$ cat src/rtl/encrypt_scheduler.sv
// encrypt_scheduler
//   Shares one 8-bit encrypter datapath between two byte requesters.
//   It arbitrates round-robin, holds the private key, and registers each
//   result in an output stage with a valid/ready handshake.
//
// Ports
//   clk, reset            rising-edge clock, async active-high reset
//   keyLoad, keyIn        load a new private key (blocks grants that cycle)
//   req0Valid/Data/Ready  requester 0 byte handshake (Ready combinational)
//   req1Valid/Data/Ready  requester 1 byte handshake (Ready combinational)
//   outValid/Data/Src     registered encrypted byte and its requester index
//   outReady              downstream accepts outData
//   byteCount             bytes granted since reset, wraps at 8 bits
//
// Configuration macro
//   KEY_ROLL_EN  when defined, the key rotates left by one after every grant
//                (keyLoad still wins); otherwise it changes only on keyLoad.

module encrypt_byte (
   input  logic [7:0] msg,
   input  logic [7:0] key,
   output logic [7:0] enc
);
   logic [7:0] perm;

   always_comb begin
      perm[0] = ~msg[0];
      perm[1] =  msg[3];
      perm[2] = ~msg[2];
      perm[3] =  msg[5];
      perm[4] = ~msg[4];
      perm[5] =  msg[1];
      perm[6] = ~msg[6];
      perm[7] =  msg[7];
      enc     = perm ^ key;
   end
endmodule

// state | meaning
// EMPTY | output register holds nothing, outValid = 0
// FULL  | output register holds a result, outValid = 1
module encrypt_scheduler (
   input  logic       clk,
   input  logic       reset,
   input  logic       keyLoad,
   input  logic [7:0] keyIn,
   input  logic       req0Valid,
   input  logic [7:0] req0Data,
   output logic       req0Ready,
   input  logic       req1Valid,
   input  logic [7:0] req1Data,
   output logic       req1Ready,
   output logic       outValid,
   output logic [7:0] outData,
   output logic       outSrc,
   input  logic       outReady,
   output logic [7:0] byteCount
);
   localparam logic [0:0] EMPTY = 1'b0;
   localparam logic [0:0] FULL  = 1'b1;

   logic [0:0] state;
   logic [7:0] key;
   logic       rr_ptr;
   logic       can_accept;
   logic       grant;
   logic       grant_idx;
   logic [7:0] grant_data;
   logic [7:0] enc_data;

   // A key load takes the whole cycle so the next byte sees the new key.
   always_comb begin
      can_accept = ((state == EMPTY) || outReady) && !keyLoad;
      grant      = 1'b0;
      grant_idx  = 1'b0;
      if (can_accept) begin
         if (req0Valid && req1Valid) begin
            grant     = 1'b1;
            grant_idx = rr_ptr;
         end else if (req0Valid) begin
            grant     = 1'b1;
            grant_idx = 1'b0;
         end else if (req1Valid) begin
            grant     = 1'b1;
            grant_idx = 1'b1;
         end
      end
      req0Ready  = grant && !grant_idx;
      req1Ready  = grant &&  grant_idx;
      grant_data = grant_idx ? req1Data : req0Data;
   end

   encrypt_byte u_encrypt_byte (
      .msg (grant_data),
      .key (key),
      .enc (enc_data)
   );

   always_ff @(posedge clk or posedge reset) begin
      if (reset) begin
         state     <= EMPTY;
         outData   <= 8'h00;
         outSrc    <= 1'b0;
         byteCount <= 8'h00;
         rr_ptr    <= 1'b0;
      end else begin
         if (grant) begin
            state     <= FULL;
            outData   <= enc_data;
            outSrc    <= grant_idx;
            byteCount <= byteCount + 8'd1;
            rr_ptr    <= ~grant_idx;
         end else if ((state == FULL) && outReady) begin
            state <= EMPTY;
         end
      end
   end

   always_ff @(posedge clk or posedge reset) begin
      if (reset) begin
         key <= 8'h00;
      end else if (keyLoad) begin
         key <= keyIn;
`ifdef KEY_ROLL_EN
      end else if (grant) begin
         key <= {key[6:0], key[7]};
`endif
      end
   end

   assign outValid = (state == FULL);
endmodule
$ cat config.mk
export PLATFORM = sky130hd
export DESIGN_NAME = encrypt_scheduler
export DESIGN_NICKNAME = d
export VERILOG_FILES = /design/src/rtl/encrypt_scheduler.sv
export SDC_FILE = /design/constraint.sdc
export NUM_CORES = 1
export LEC_CHECK = 0
export CORE_UTILIZATION = 46
export CTS_CLUSTER_SIZE = 28
export DETAILED_ROUTE_END_ITERATION = 6
export HOLD_SLACK_MARGIN = 0.03
export PLACE_DENSITY = 0.83
export SYNTH_ARGS = -nofsm -noshare
export SYNTH_HDL_FRONTEND = slang
export SYNTH_SLANG_ARGS = --single-unit
$ cat constraint.sdc
create_clock -name clk -period 3.39 [get_ports clk]
set_clock_uncertainty 0.15 [all_clocks]
set_input_delay 0.678 -clock clk [delete_from_list [all_inputs] [get_ports clk]]
set_output_delay 0.678 -clock clk [all_outputs]
set_load 0.05 [all_outputs]
# ---- Yosys cells after proc, flatten, opt, wreduce, memory -nomap -nowiden
# Cells that the tools add are included.
dict set report op_classes {
  add_sub_neg 1
  n_mux 10
  bitwise 7
  n_reduce_logical 9
}
# operator n
set ops {}
lappend ops {{$mux 1} 9}
lappend ops {{$add 8x1->8 const B} 1}
lappend ops {{$mux 8} 1}
lappend ops {{$xor 8x8->8} 1}
lappend ops {{$not 1->1} 6}
lappend ops {{$logic_and 1x1->1} 5}
lappend ops {{$logic_not 1->1} 2}
lappend ops {{$reduce_bool 2->1} 1}
lappend ops {{$logic_or 1x1->1} 1}
dict set report totals {
  regBits 27
  elab_cells 33
}

# ---- Longest topological paths before layout
# Gate-level depths: netlist (run 1).
dict set report depth {
  word_depth 7
  ltp_mapped 6
  mapped_depth_nobuf 4
}

# ---- Cells and area by module
# From an unflattened synthesis (run 1), not the netlist that was laid out.
dict set report unflattened {
  cells_unflattened 94
  area_unflattened_um2 1366.3
}
# mod n_inst cells_each area_each_um2 seq_area_each_um2
set by_module_without_submodules {}
lappend by_module_without_submodules {encrypt_scheduler 1 86 1296.2 675.6}
lappend by_module_without_submodules {encrypt_byte 1 8 70.1 0.0}

# ---- Worst setup path before layout (run 1)
# Ideal clock, no wire load.
dict set report synth_timing {
  kind {input -> output}
  from {input req1Valid}
  to {output req0Ready}
  arrival_ns 3.371
  slack_ns -0.809
  cell_stages 4
  cell_sequence {clkbuf_1 inv_2 nor4_1 nor2_1}
}
dict set report synth_via {
  elab_chain_len 6
}
# element line
set synth_rtl {}
lappend synth_rtl {{start: declaration} 50} ;# input logic req1Valid,
lappend synth_rtl {{$mux 1} 83} ;# end else if (req1Valid) begin
lappend synth_rtl {{$mux 1} 80} ;# end else if (req0Valid) begin
lappend synth_rtl {{$mux 1} 77} ;# if (req0Valid && req1Valid) begin
lappend synth_rtl {{$mux 1} 76} ;# if (can_accept) begin
lappend synth_rtl {{$logic_not 1->1} 88} ;# req0Ready = grant && !grant_idx;
lappend synth_rtl {{$logic_and 1x1->1 (*)} 88}
lappend synth_rtl {{end: declaration} 49} ;# output logic req0Ready,
# Every way passes the cells marked *; elsewhere a longest branch is shown, timed or not.

# ---- Worst setup path in the final report (run 1)
# Ends and elaborated chain as after synthesis.

==> results of run 1 <==
-- cell usage after synthesis (all sizes together) (2+ instances only) --
| master | count | area share, % |
|---|---|---|
| dfrtp | 27 | 52 |
| nand3 | 14 | 5.4 |
| nand2 | 12 | 3.5 |
| mux2 | 8 | 6.9 |
| and3 | 6 | 2.9 |
| nand4 | 6 | 2.9 |
| xnor2 | 5 | 3.4 |
| a211o | 4 | 2.7 |
| a21boi | 4 | 2.3 |
| clkbuf | 4 | 1.2 |
| o211ai | 4 | 2.3 |
| o21ai | 4 | 1.5 |
| or4 | 4 | 2.3 |
| nor2 | 3 | 0.86 |
| buf | 2 | 1.2 |
| inv | 2 | 0.58 |
| nand2b | 2 | 0.96 |
| nor2b | 2 | 1.5 |
| nor4 | 2 | 0.96 |
| xor2 | 2 | 1.3 |
-- area by class of cell --
class,instances,area share (%)
Sequential cell,27,35.7
Multi-Input combinational cell,88,32.0
Timing Repair Buffer,53,28.6
Tap cell,30,1.98
Clock buffer,4,1.39
Inverter,2,0.397
-- sequential cells by signal (all words and copies together) (netlist names) --
register and flops:
outValid 1, outSrc 1, key 8, outData 8, byteCount 8, rr_ptr 1
-- logic make-up after synthesis --
family	count (synthesis)	share of synthesized area (%)
buffers and inverters	8	2.88
xor gates and xnor gates	7	4.70
muxes	8	6.91
AOI/OAI and AO/OA	19	10.3
adders and majority gates	1	0.960
and+or+nand+nor	53	22.5
DFF	27	51.8
-- worst max-delay path by stage --
stage                         startpoint        end  slack, ps
global route                   req1Valid  req0Ready        300
CTS                            req1Valid  req0Ready        370
finish                         req1Valid  req0Ready        350
floorplan           outValid$_DFFE_PP0P_  req0Ready        420
detailed placement             req1Valid  req0Ready        380
global placement               req1Valid  req0Ready        410
-- per-stage QoR --
stage	cell area, µm²	utilization [%]	std cells
after detailed placement	1870	72.7	200
after CTS	1890	73.7	204
final	1890	73.7	204
after global placement	1870	72.7	200
after global routing	1890	73.7	204
after floorplan	1320	-	123
-- report_power, final --
group / switching [mW] / internal, mW / total, mW
logic: 0.337 / 0.207 / 0.544
clock network: 0.0926 / 0.0460 / 0.139
registers: 0.0653 / 0.395 / 0.460
total: 0.495 / 0.648 / 1.14
-- critical path, stage by stage --
cell,delay (ps)
clkdlybuf4s50_1,660
nor2_1,130
or3_4,340
nor2_1,220
buf_12,170
-- routing by layer --
metal	global-route usage, %	vias up	share of wire (%)
met5	0	-	0
met3	3.04	8	5.6
li1	-	552	-
met4	11.8	0	2.3
met2	37.7	52	52
met1	24.1	557	40
==> metrics.cfg, run 1 <==
[status]
status=finished clean

[logic_synthesis]
syn-cell-area_um2=1300
ys.flop_type=dfrtp_1
synth_seq_cells=27
ys_async_sr_fraction_pct=100
synth_edf_count=0
syn_inst=123
yosysUniqueCellTypes=29
ys_seq_area_share_pct=51.8
syn-num-nets=154
ys.warnings.count=0
avgSynthCellArea_um2=10.6

[worst_setup_path]
worst-setup-path-type=in2out
cp.required_ps=2560
regToRegEndpoint=outData[6]$_DFFE_PP0P_
timing.rr.start=outValid$_DFFE_PP0P_
worst-r2r-setup-slack_ps=1440
cp_max_fo=9
startpoint_type=input pin
ff2ff_path_depth=5
end_kind=primary output
arrival_ps=2210

[timing]
period_minus_slack_ps=3040
fmax_mhz=329
tns_ps=0
worst_slack_ps=351
rsz0062_at_grt=false
finalHoldViolCount=0
drv_slew=0
relSlewSlack_pct=32.8
worst_pin_slew_ps=1010
final.period_utilization_pct=89.6
setup_viol=0
hold_ws_ps=330

[cells_and_area]
drive_gt1_share_pct=12.1
final-seq-area_um2=676
mostFrequentLayoutCells=47 x clkdlybuf4s50_1, 27 x dfrtp_1, 14 x nand3_1
multi_input_area_um2=606
final_common_cell=clkdlybuf4s50_1
diodes=0
final_net_count=206
area_delta_synth_final_pct=45.2
fillers=194

[power_and_ir_drop]
ir_drop_mv=0.678
total_power_mw=1.14
leakage_nw=0.813
p_per_area_nw_per_um2=604

[place]
hpwl_um=2270
gp_congestion=0.765
port_buffers=49
pre_cts_slack_ps=376

[grt]
grt_pass1_wl_um=5180
grt-ovfl-total=0
grt_pass1_vias=1205
grt.total_usage_pct=21.2
antenna_found_initial=0
grt_max_degree=28

[flow_run]
drv_cap=0

[clocking]
cts.path.max_buffers=2
clk_pin_slew_ps=140
cts_tree=done
cts.root.buffer_cell=clkbuf_4
hold_buffers=0
cts_resized=0
cts_htree_levels=1
postCtsSetupBuffers=0
clk_latency_ps=320
numClockSinks=27
cts_buffers=3

[route]
remaining_drc_errors=0
drtPass1Iterations=4
viasPerCell=5.73
avgRoutedWirePerCell_um=14.7
drtIter0Drc=26
ant_nets=0
vias=1169
drt_wl_total_um=3000

[worst_hold_path]
hold_depth=1
min_from=byteCount[7]$_DFFE_PP0P_
hold_class=reg2reg
min_to=byteCount[7]$_DFFE_PP0P_

[die]
fp.dieH_um=55.2
core.rowCount=18
die-area_um2=3050
io_pins=50
initial_core_util_pct=50.8
die_w_um=55.2
core_area_um2=2570

(Power assumes the default switching activity.)
==> run 2, diff against run 1 <==
- HOLD_SLACK_MARGIN: 0.03 -> default
==> results of run 2 <==
The final DEF is identical to that of run 1; final timing and power are the same.
